### config.mk
export PLATFORM = sky130hd
export DESIGN_NAME = baud_tick_gen
export DESIGN_NICKNAME = d
export VERILOG_FILES = /design/src/rtl/baud_tick_gen.sv
export SDC_FILE = /design/constraint.sdc
export NUM_CORES = 1
export LEC_CHECK = 0
export BUFFER_PORTS_ARGS = -buffer_cell sky130_fd_sc_hd__buf_4
export CORE_ASPECT_RATIO = 0.6
export CORE_MARGIN = 3
export CORE_UTILIZATION = 50
export DETAILED_ROUTE_END_ITERATION = 7
export PLACE_DENSITY = 0.81
export SLEW_MARGIN = 10
export SYNTH_ARGS = -nofsm -noshare
export SYNTH_HDL_FRONTEND = slang
export SYNTH_SLANG_ARGS = --single-unit
### constraint.sdc
create_clock -name clk -period 3.2 [get_ports clk]
set_input_delay 0.48 -clock clk [delete_from_list [all_inputs] [get_ports clk]]
set_output_delay 0.48 -clock clk [all_outputs]
set_load 0.005 [all_outputs]
### src/rtl/baud_tick_gen.sv
// Programmable baud tick generator: os_tick every div_act clocks, baud/mid-bit ticks from an os counter.
// Defining BAUD_FRAC_DIV_EN adds frac_in and a fractional-divisor accumulator.
module baud_tick_gen #(
  parameter int CNT_W       = 16,
  parameter int OSR_W       = 5,
  parameter int DEFAULT_DIV = 651,
  parameter int DEFAULT_OSR = 16,
  parameter int FRAC_W      = 4
) (
  input  logic              clk,
  input  logic              reset,
  input  logic              en,
  input  logic              load,
  input  logic [CNT_W-1:0]  div_in,
  input  logic [OSR_W-1:0]  osr_in,
`ifdef BAUD_FRAC_DIV_EN
  input  logic [FRAC_W-1:0] frac_in,
`endif
  input  logic              phase_sync,
  output logic              os_tick,
  output logic              baud_tick,
  output logic              mid_tick,
  output logic              cfg_pending
);

  function automatic logic [CNT_W-1:0] clamp_div(input logic [CNT_W-1:0] d);
    return (d < CNT_W'(2)) ? CNT_W'(2) : d;
  endfunction

  function automatic logic [OSR_W-1:0] clamp_osr(input logic [OSR_W-1:0] o);
    return (o < OSR_W'(2)) ? OSR_W'(1) : o;
  endfunction

  localparam logic [CNT_W-1:0] RST_DIV = clamp_div(CNT_W'(DEFAULT_DIV));
  localparam logic [OSR_W-1:0] RST_OSR = clamp_osr(OSR_W'(DEFAULT_OSR));

  if (CNT_W < 2 || OSR_W < 2 || FRAC_W < 1) begin : g_param_check
    $error("baud_tick_gen: CNT_W and OSR_W must be >= 2, FRAC_W >= 1");
  end

  logic [CNT_W-1:0] cnt;
  logic [CNT_W-1:0] div_act;
  logic [CNT_W-1:0] div_shd;
  logic [CNT_W-1:0] cnt_last;
  logic [OSR_W-1:0] osc;
  logic [OSR_W-1:0] osr_act;
  logic [OSR_W-1:0] osr_shd;
  logic [OSR_W-1:0] osc_inc;
  logic [OSR_W-1:0] osr_half;
  logic             stretch;
  logic             cnt_wrap;
  logic             osc_wrap;
  logic             os_ev;
  logic             baud_ev;
  logic             mid_ev;
  logic             apply;

  // Tick decode: events that the output registers will present next cycle
  always_comb begin
    cnt_last = div_act - CNT_W'(1) + CNT_W'(stretch);
    osc_inc  = osc + OSR_W'(1);
    osr_half = osr_act >> 1;
    // >= keeps the counters safe if a config lands while frozen past the new terminal value
    cnt_wrap = (cnt >= cnt_last);
    osc_wrap = (osc >= osr_act - OSR_W'(1));
    os_ev    = en && cnt_wrap && !phase_sync;
    baud_ev  = os_ev && osc_wrap;
    mid_ev   = os_ev && !osc_wrap && (osr_act >= OSR_W'(2)) && (osc_inc == osr_half);
    apply    = cfg_pending && (phase_sync || baud_ev || !en);
  end

  // Counter and output register stage
  always_ff @(posedge clk or posedge reset) begin
    if (reset) begin
      cnt         <= '0;
      osc         <= '0;
      div_act     <= RST_DIV;
      osr_act     <= RST_OSR;
      os_tick     <= 1'b0;
      baud_tick   <= 1'b0;
      mid_tick    <= 1'b0;
      cfg_pending <= 1'b0;
    end else begin
      os_tick     <= os_ev;
      baud_tick   <= baud_ev;
      mid_tick    <= mid_ev;
      cfg_pending <= load || (cfg_pending && !apply);
      if (apply) begin
        div_act <= div_shd;
        osr_act <= osr_shd;
      end
      if (phase_sync) begin
        cnt <= '0;
        osc <= '0;
      end else if (en) begin
        if (cnt_wrap) begin
          cnt <= '0;
          osc <= osc_wrap ? '0 : osc_inc;
        end else begin
          cnt <= cnt + CNT_W'(1);
        end
      end
    end
  end

  // Shadow config is only read while cfg_pending is set, so it needs no reset
  always_ff @(posedge clk) begin
    if (load) begin
      div_shd <= clamp_div(div_in);
      osr_shd <= clamp_osr(osr_in);
    end
  end

`ifdef BAUD_FRAC_DIV_EN
  logic [FRAC_W-1:0] frac_act;
  logic [FRAC_W-1:0] frac_shd;
  logic [FRAC_W-1:0] acc;
  logic [FRAC_W:0]   acc_sum;

  assign acc_sum = {1'b0, acc} + {1'b0, frac_act};

  // Fractional stage: a carry out of acc stretches the following os period by one clock
  always_ff @(posedge clk or posedge reset) begin
    if (reset) begin
      frac_act <= '0;
      acc      <= '0;
      stretch  <= 1'b0;
    end else begin
      if (apply) begin
        frac_act <= frac_shd;
      end
      if (phase_sync) begin
        acc     <= '0;
        stretch <= 1'b0;
      end else if (os_ev) begin
        acc     <= acc_sum[FRAC_W-1:0];
        stretch <= acc_sum[FRAC_W];
      end
    end
  end

  always_ff @(posedge clk) begin
    if (load) begin
      frac_shd <= frac_in;
    end
  end
`else
  assign stretch = 1'b0;
`endif

endmodule

Yosys cells after proc, flatten, opt, wreduce, memory -nomap -nowiden
Cells that the tools add are included.

storage, ports and cells
  latch bits = 0
  memories kept = 0
  bits of input ports = 26
  bits in registers = 67
  output and inout bits = 4
  bits in writable memories = 0
  ROM bits = 0
  logic and storage cells = 45

operators by class
  mux-type cells = 7
  equal/unequal tests = 1
  order comparisons = 5
  $mul = 0
  $add $sub $neg = 4
  divide/modulo/power cells = 0
  shift operators = 0
  bitwise operators = 0
  reductions and logical operators = 18

operators with widths
  operator                 number
  $mux W16                 3
  $mux W5                  4
  $add A16 B1 Y16 const B  1
  $ge A16 B16 Y1           1
  $lt A16 B2 Y1 const B    1
  $sub A16 B1 Y16 const B  1
  $logic_and A1 B1 Y1      8
  $add A5 B1 Y5 const B    1
  $eq A5 B4 Y1             1
  $ge A5 B2 Y1 const B     1
  $ge A5 B5 Y1             1
  $lt A5 B2 Y1 const B     1
  $sub A5 B1 Y5 const B    1
  $logic_not A1 Y1         4
  $reduce_bool A2 Y1       2
  $logic_or A1 B1 Y1       3
  $reduce_and A2 Y1        1

Longest topological paths before layout
Gate-level depths: netlist of run 1.

  depth in word-level cells = 11
  gate-level depth with buffers = 14
  depth with buffers taken out = 13

Worst setup path before layout of run 1
No wires, ideal clock.

  kind = register to register
  from = register div_act[2]
  to = register div_act[10]
  cell stages (with the launch flop) = 14
  path buffers = 1
  slack = -0.230 ns
  clock period less this slack = 3.430 ns
  arrival = 3.305 ns
  setup time = 0.125 ns
  required time = 3.075 ns
  cell sequence = dfrtp_1 > nor4_1 > nand2_1 > or4_4 > nor4_2 > xnor2_1 > ha_1 > nand4_2 > nor3_4 > a31oi_4 > and4_4 > nor2_8 > buf_8 > mux2_4

between the ends
  longest elaborated chain between the ends = 8

RTL lines
  what                              line  RTL
  start: declaration                42    logic [CNT_W-1:0] div_act;
  start signal: assignment          89    div_act <= div_shd;
  $sub A16 B1 Y16                   60    cnt_last = div_act - CNT_W'(1) + CNT_W'(stretch);
  $ge A16 B16 Y1                    64    cnt_wrap = (cnt >= cnt_last);
  $logic_and A1 B1 Y1 (2 in a row)  66    os_ev = en && cnt_wrap && !phase_sync;
  $logic_and A1 B1 Y1               67    baud_ev = os_ev && osc_wrap;
  $logic_or A1 B1 Y1 (2 in a row)   69    apply = cfg_pending && (phase_sync || baud_ev || !en);
  $logic_and A1 B1 Y1               69

No other way between the ends.
A chain may end at the register's enable or synchronous reset.

Worst setup path after layout of run 1
  from = register div_act[5]
  to = register div_act[4]

The elaborated chain is that of the path after synthesis.

==> results of run 1 <==
## sequential cells by signal, summed over array words and instances (netlist names)
name         cells
baud_tick        1
cfg_pending      1
cnt             16
div_act         16
div_shd         16
mid_tick         1
os_tick          1
osc              5
osr_act          5
osr_shd          5
## repair_timing
action / CTS / global route
gates resized for setup: 11 / 6
hold endpoints to repair: 0 / 0
pin swaps: 11 / 7
buffers inserted: 7 / 1
setup endpoints to repair: 42 / 46
cloned: 1 / 0
## logic make-up after synthesis
kind of cell / synth area share, %
xor gates and xnor gates: 4.55
and+or+nand+nor: 15.8
buffers and inverters: 4.88
muxes: 8.09
DFF: 46.5
adders and majority gates: 8.45
AOI/OAI and AO/OA: 11.7
## per-layer routing
| metal | vias up | GRT usage (%) | share of wire (%) |
|---|---|---|---|
| met5 | - | 0 | 0 |
| met4 | 0 | 8.47 | 1.5 |
| met3 | 11 | 6.84 | 7.2 |
| met2 | 101 | 29.3 | 41 |
| met1 | 1307 | 29.1 | 50 |
| li1 | 1351 | - | - |
## worst max-delay path, delay by kind of cell, from the launching register on
family,cells,cell delay (ps)
compound gates,3,460
xor+xnor,1,140
fa+ha+maj,1,290
buf+inv,1,180
flops,1,400
mux,1,300
simple gates,6,1380
## area by class of cell
| cell class | instances | area, um2 |
|---|---|---|
| flip-flops and latches | 67 | 1790 |
| inverters | 14 | 52.6 |
| clock buffers | 9 | 225 |
| well taps | 104 | 130 |
| multi-input cells | 243 | 1980 |
| repair buffers | 55 | 454 |
| clock inverters | 7 | 76.3 |
| fillers | 553 | 2650 |
## layout by cell type, fill, tap and decap left out, drive strengths merged, types with 3 or more instances in the layout
cell | synthesis | routed
o21a | 3 | 3
dfstp | 6 | 6
nand3 | 12 | 12
buf | 5 | 55
a21oi | 14 | 14
nor2 | 20 | 21
inv | 14 | 15
xnor2 | 11 | 11
ha | 26 | 26
clkinv | 0 | 4
and2 | 3 | 3
nand2b | 4 | 4
nand2 | 23 | 23
nor4 | 11 | 11
and3 | 3 | 3
o21ai | 20 | 20
mux2 | 21 | 21
a22o | 12 | 12
dfrtp | 40 | 40
clkbuf | 24 | 9
nand4 | 7 | 7
edfxtp | 21 | 21
nor3 | 13 | 13
xor2 | 9 | 9
nor2b | 6 | 6
## report_power, final
group	leakage (nW)	internal, mW	switching, mW
Sequential	0.790	0.986	0.0956
Clock	0.144	0.607	0.384
Combinational	1.11	0.291	0.248
## metrics by stage
stage | worst slack (ps) | instances | cell area (um2) | utilization [%] | power, mW
2_1_floorplan | -48.0 | 352 | 3860 | - | 1.43
5_1_grt | -313 | 499 | 4710 | 64.0 | 2.75
3_3_place_gp | -244 | 474 | 4220 | 57.4 | 1.56
6_report | -85.3 | 499 | 4710 | 64.0 | 2.61
3_5_place_dp | -354 | 474 | 4220 | 57.4 | 1.58
4_1_cts | -170 | 498 | 4670 | 63.5 | 2.62
## worst paths after layout
check | startpoint | end | slack, ps
min | reset | div_act[14] | 280
max | div_act[5] | div_act[4] | -90
min reg2reg | div_shd[11] | div_act[11] | 470
min in group clk | div_in[9] | div_shd[9] | 320
max reg2reg | div_act[5] | div_act[4] | -90
max in group asynchronous | reset | cnt[7] | 2510
==> metrics.yaml, run 1 <==
pin_count: 30
synth_most_common_cell: "sky130_fd_sc_hd__dfrtp_1"
synthDominantAreaCellType: "sky130_fd_sc_hd__dfrtp_1"
grt_first_pass_wirelength_um: 13700
die_x_um: 119
reg2regPathDepth: 13
largest_net_degree_at_the_start_of_global_routing: 47
grt_util_all_layers_pct: 20.5
fp.dieArea_mm2: 0.00882
timing.setup.critical_path_class: "reg -> reg"
cts_num_sinks: 67
vias_in_the_first_global_route: 2698
run_status: "finished with violations"
max-cap-violations: 0
start_kind: "register"
design.core.area_mm2: 0.00736
maximum_buffer_depth_of_the_clock_tree: 2
first_pass_detailed_route_iteration_total: 4
violations_in_the_final_reports: "negative setup slack"
setup_repair_after_global_routing_missed_its_margin: "true"
num_vias: 2770
required_ps: 3420
synth_fp_nets: 404
timing_max_transition_violations_final: 0
timing.fmax_ghz: 0.304
synth.yosys.seq_area_share_pct: 46.5
rows: 24
largest_stage_delay_on_the_critical_path_ps: 470
post-route-worst-setup-slack_ps: -85.3
area_growth_syn_to_layout_pct: 22.3
layout.nets: 442
post-dp-hpwl_um: 5750
crit_path_max_fanout: 10
die_height_um: 74.0
cts_tree: "yes"
worst_hold_slack_ps: 282
cts_htree_levels: 3
power.static_leakage_nw: 2.05
hold_buffers: 0
place.port_buffers: 29
post_synth_most_frequent_cells: "sky130_fd_sc_hd__dfrtp_1, sky130_fd_sc_hd__ha_1, sky130_fd_sc_hd__clkbuf_1, sky130_fd_sc_hd__nand2_1, sky130_fd_sc_hd__edfxtp_1"
worst_clock_skew_ps: 7.00
vdd_ir_drop_max_mv: 0.445
finalSetupViolCount: 31
final.period_utilization_pct: 103
total_clock_buffers_created_by_cts: 9
routed_wirelength_um: 8210
gp_congestion: 0.851
hold_violations: 0
overflow: 0
tightestPinTransition_ps: 648
detail-route-antenna-nets: 0
drcViolationCount: 0
synthDominantCellAreaShare_pct: 26.0
drt_first_iter_violations: 201
final.min_clock_period_ps: 3290
setup_tns_ps: -1490
initial_antenna_violation_count: 0
initial_utilization_pct: 52.3
crit_path_end_kind: "register"
netlist_top_cells_area: "sky130_fd_sc_hd__dfrtp_1, sky130_fd_sc_hd__edfxtp_1, sky130_fd_sc_hd__ha_1"
vias_per_cell: 5.55
post_route_cells_drive_above_1_share_pct: 30.6
postSynth.topFlopCell: "sky130_fd_sc_hd__dfrtp_1"
critical_path_cell_list: "nor4_4, nand2_1, or4_4, nor2_1, xnor2_1, ha_1, a21oi_1, o21ai_2, a31oi_4, and4_4, nor2_8, buf_12, mux2_4"
cts-root-buf: "sky130_fd_sc_hd__clkbuf_16"
slew_headroom_pct: 56.5
postSynthAreaPerCell_um2: 10.9
clkLatencyLatePin_ps: 340
data_arrival_time_at_the_worst_slack_endpoint_ps: 3510
drt-wirelength-per-cell_um: 16.5
synthCells: 352
cp_slowest_cell: "sky130_fd_sc_hd__or4_4"
holdCritPathClass: "in -> async"
cellPowerDensity_mw_per_mm2: 555
synth_cell_types: 52
netlist_area_mm2: 0.00385
synth.ff_latch_count: 67
cts.reportedPaths.clkPinSlew_ps: 60
number_of_enable_type_register_cells_in_the_synthesized_netlist: 21
num_antenna_cells: 0
async_s_r_ff_share_synth_pct: 68.7
yosysWarnings: 0
No activity file was read; power rests on OpenSTA's default activity.
==> run 2: changes to the inputs <==
--- a/config.mk
+++ b/config.mk
@@ -9,6 +9,7 @@
 export CORE_ASPECT_RATIO = 0.6
 export CORE_MARGIN = 3
 export CORE_UTILIZATION = 50
+export CTS_CLUSTER_DIAMETER = 120
 export DETAILED_ROUTE_END_ITERATION = 7
 export PLACE_DENSITY = 0.81
 export SLEW_MARGIN = 10
==> constraint.sdc (replaced) <==
create_clock -name clk -period 3.2 [get_ports clk]
set_input_delay 0.16 -clock clk [delete_from_list [all_inputs] [get_ports clk]]
set_output_delay 0.16 -clock clk [all_outputs]
set_load 0.005 [all_outputs]
==> metrics.yaml, run 2 (synthesized netlist as in run 1, its figures left out) <==
drt_first_iter_violations: 252  # +25%
maximum_buffer_depth_of_the_clock_tree: 2  # unchanged
place_area_mm2: 0.00422  # unchanged
layout.nets: 461  # +4.3%
cts_num_sinks: 67  # unchanged
final_common_cell: "sky130_fd_sc_hd__buf_4"
num-fill-cells: 523  # -5.4%
slew_headroom_pct: 56.8  # +0.25 points
layout.cells.most_common_list: "sky130_fd_sc_hd__buf_4, sky130_fd_sc_hd__dfrtp_1, sky130_fd_sc_hd__ha_1"
critical_path_cell_list: "nor4_4, nand2_1, or4_4, nor4_4, xnor2_1, ha_1, a21oi_2, o21ai_2, a31oi_4, and4_4, nor2_8, clkbuf_16, mux2_4"
design.core.area_mm2: 0.00736  # unchanged
num_antenna_cells: 0  # unchanged
violations_in_the_final_reports: "negative setup slack"
largest_registers: "cnt: 16 flops, div_act: 16 flops, div_shd: 16 flops"
rows: 24  # unchanged
post-dp-hpwl_um: 5750  # unchanged
data_arrival_time_at_the_worst_slack_endpoint_ps: 3540  # +30 ps
required_ps: 3430  # about the same
finish.instance_area_mm2: 0.00491  # +4.2%
drt-wirelength-per-cell_um: 17.1  # +4.1%
vias_in_the_first_global_route: 2782  # +3.1%
area_growth_syn_to_layout_pct: 27.5
overflow: 0  # unchanged
finalSetupViolCount: 32  # +3.2%
total_clock_buffers_created_by_cts: 9  # unchanged
final.min_clock_period_ps: 3310  # +27.1 ps
die_x_um: 119  # unchanged
pin_count: 30  # unchanged
vdd_ir_drop_max_mv: 0.463  # +4.0%
largest_stage_delay_on_the_critical_path_ps: 470  # about the same
sequential_cell_area_mm2: 0.00179  # unchanged
worst_hold_slack_ps: 22.2  # -260 ps
num_vias: 2859  # +3.2%
routed_wirelength_um: 8870  # +8.0%
cp_slowest_cell: "sky130_fd_sc_hd__or4_4"
hold_violations: 0  # unchanged
initial_antenna_violation_count: 0  # unchanged
grt_util_all_layers_pct: 21.5  # +0.98 points
crit_path_end_kind: "register"
detail-route-antenna-nets: 0  # unchanged
drcViolationCount: 0  # unchanged
fp.dieArea_mm2: 0.00882  # unchanged
run_status: "finished with violations"
grt_first_pass_wirelength_um: 14300  # +4.8%
critical_path.most_common_cell: "sky130_fd_sc_hd__nor4_4"
max-cap-violations: 0  # unchanged
clkLatencyLatePin_ps: 350  # about the same
post_route_cells_drive_above_1_share_pct: 29.2  # -1.4 points
cellPowerDensity_mw_per_mm2: 540  # -2.7%
largest_net_degree_at_the_start_of_global_routing: 47  # unchanged
timing.setup.critical_path_class: "reg -> reg"
worst_clock_skew_ps: 8.20  # +1.20 ps
final.period_utilization_pct: 104  # +0.85 points
first_pass_detailed_route_iteration_total: 4  # unchanged
cts.reportedPaths.clkPinSlew_ps: 60  # about the same
multiInputGateArea_mm2: 0.00198  # -0.19%
timing_max_transition_violations_final: 0  # unchanged
start_kind: "register"
tightestPinTransition_ps: 644  # -3.74 ps
crit_path_max_fanout: 5  # -5
cts_htree_levels: 3  # unchanged
gp_congestion: 0.851  # unchanged
post-route-worst-setup-slack_ps: -112  # -27.1 ps
holdCritPathClass: "in -> reg"
place.port_buffers: 29  # unchanged
cts-root-buf: "sky130_fd_sc_hd__clkbuf_16"
vias_per_cell: 5.52  # -0.57%
die_height_um: 74.0  # unchanged
setup_repair_after_global_routing_missed_its_margin: "true"
timing.fmax_ghz: 0.302  # -0.82%
power.static_leakage_nw: 2.13  # +4.0%
initial_utilization_pct: 52.3  # unchanged
cts_tree: "yes"
run 2: report_power, final:
| group | total (mW) | internal [mW] | switching, mW |
|---|---|---|---|
| registers | 1.08 | 0.986 | 0.0967 |
| clock network | 1.00 | 0.608 | 0.395 |
| logic | 0.565 | 0.308 | 0.257 |
run 2: what timing repair did:
action,CTS,global route
buffers inserted,7,1
gates cloned,1,1
gates resized for setup,11,4
pin swaps,11,7
setup endpoints to repair,42,46
endpoints found under the hold margin,55,2
hold buffers,16,2
run 2: area by class of cell:
cell class                      count  share of cell area, %
Clock inverter                      7                   1.56
Tap cell                          104                   2.65
Sequential cell                    67                   36.5
Timing Repair Buffer               74                   13.4
Clock buffer                        9                   4.59
Multi-Input combinational cell    243                   40.3
Inverter                           14                   1.07
run 2: path summary, 6_finish.rpt:
check	start	depth (start not counted)	slack (ps)	to
max in group asynchronous	reset	4	2240	cnt[7]
setup reg to reg	div_act[5]	13	-110	div_act[14]
min in group asynchronous	reset	4	540	div_act[14]
setup / recovery	div_act[5]	13	-110	div_act[14]
hold / removal	div_in[11]	1	20	div_shd[11]
hold reg to reg	osr_shd[3]	1	470	osr_act[3]
run 2: critical path, delay by kind of cell, from the launching register on:
| kind | cells | cell delay, ps |
|---|---|---|
| mux | 1 | 300 |
| xor+xnor | 1 | 150 |
| simple gates | 6 | 1400 |
| fa+ha+maj | 1 | 310 |
| buf+inv | 1 | 190 |
| flops | 1 | 400 |
| compound gates | 3 | 430 |
run 2: stage by stage:
step	power, mW	util [%]	TNS (ps)	setup WS (ps)	std cells
finish	2.65	66.7	-2020	-112	518
global route	2.78	66.7	-11370	-327	518
CTS	2.64	65.7	-5280	-170	514
detailed placement	1.58	57.4	-8400	-354	474
global placement	1.56	57.4	-4670	-244	474
floorplan	1.43	-	-710	-48.0	352
run 2: per-layer routing:
layer	GRT usage (%)	part of all wire [%]	routed length, um
met5	0	0	0
met4	8.22	1.7	148
met3	6.84	7.3	646
met2	31.5	44	3890
met1	30.3	47	4180
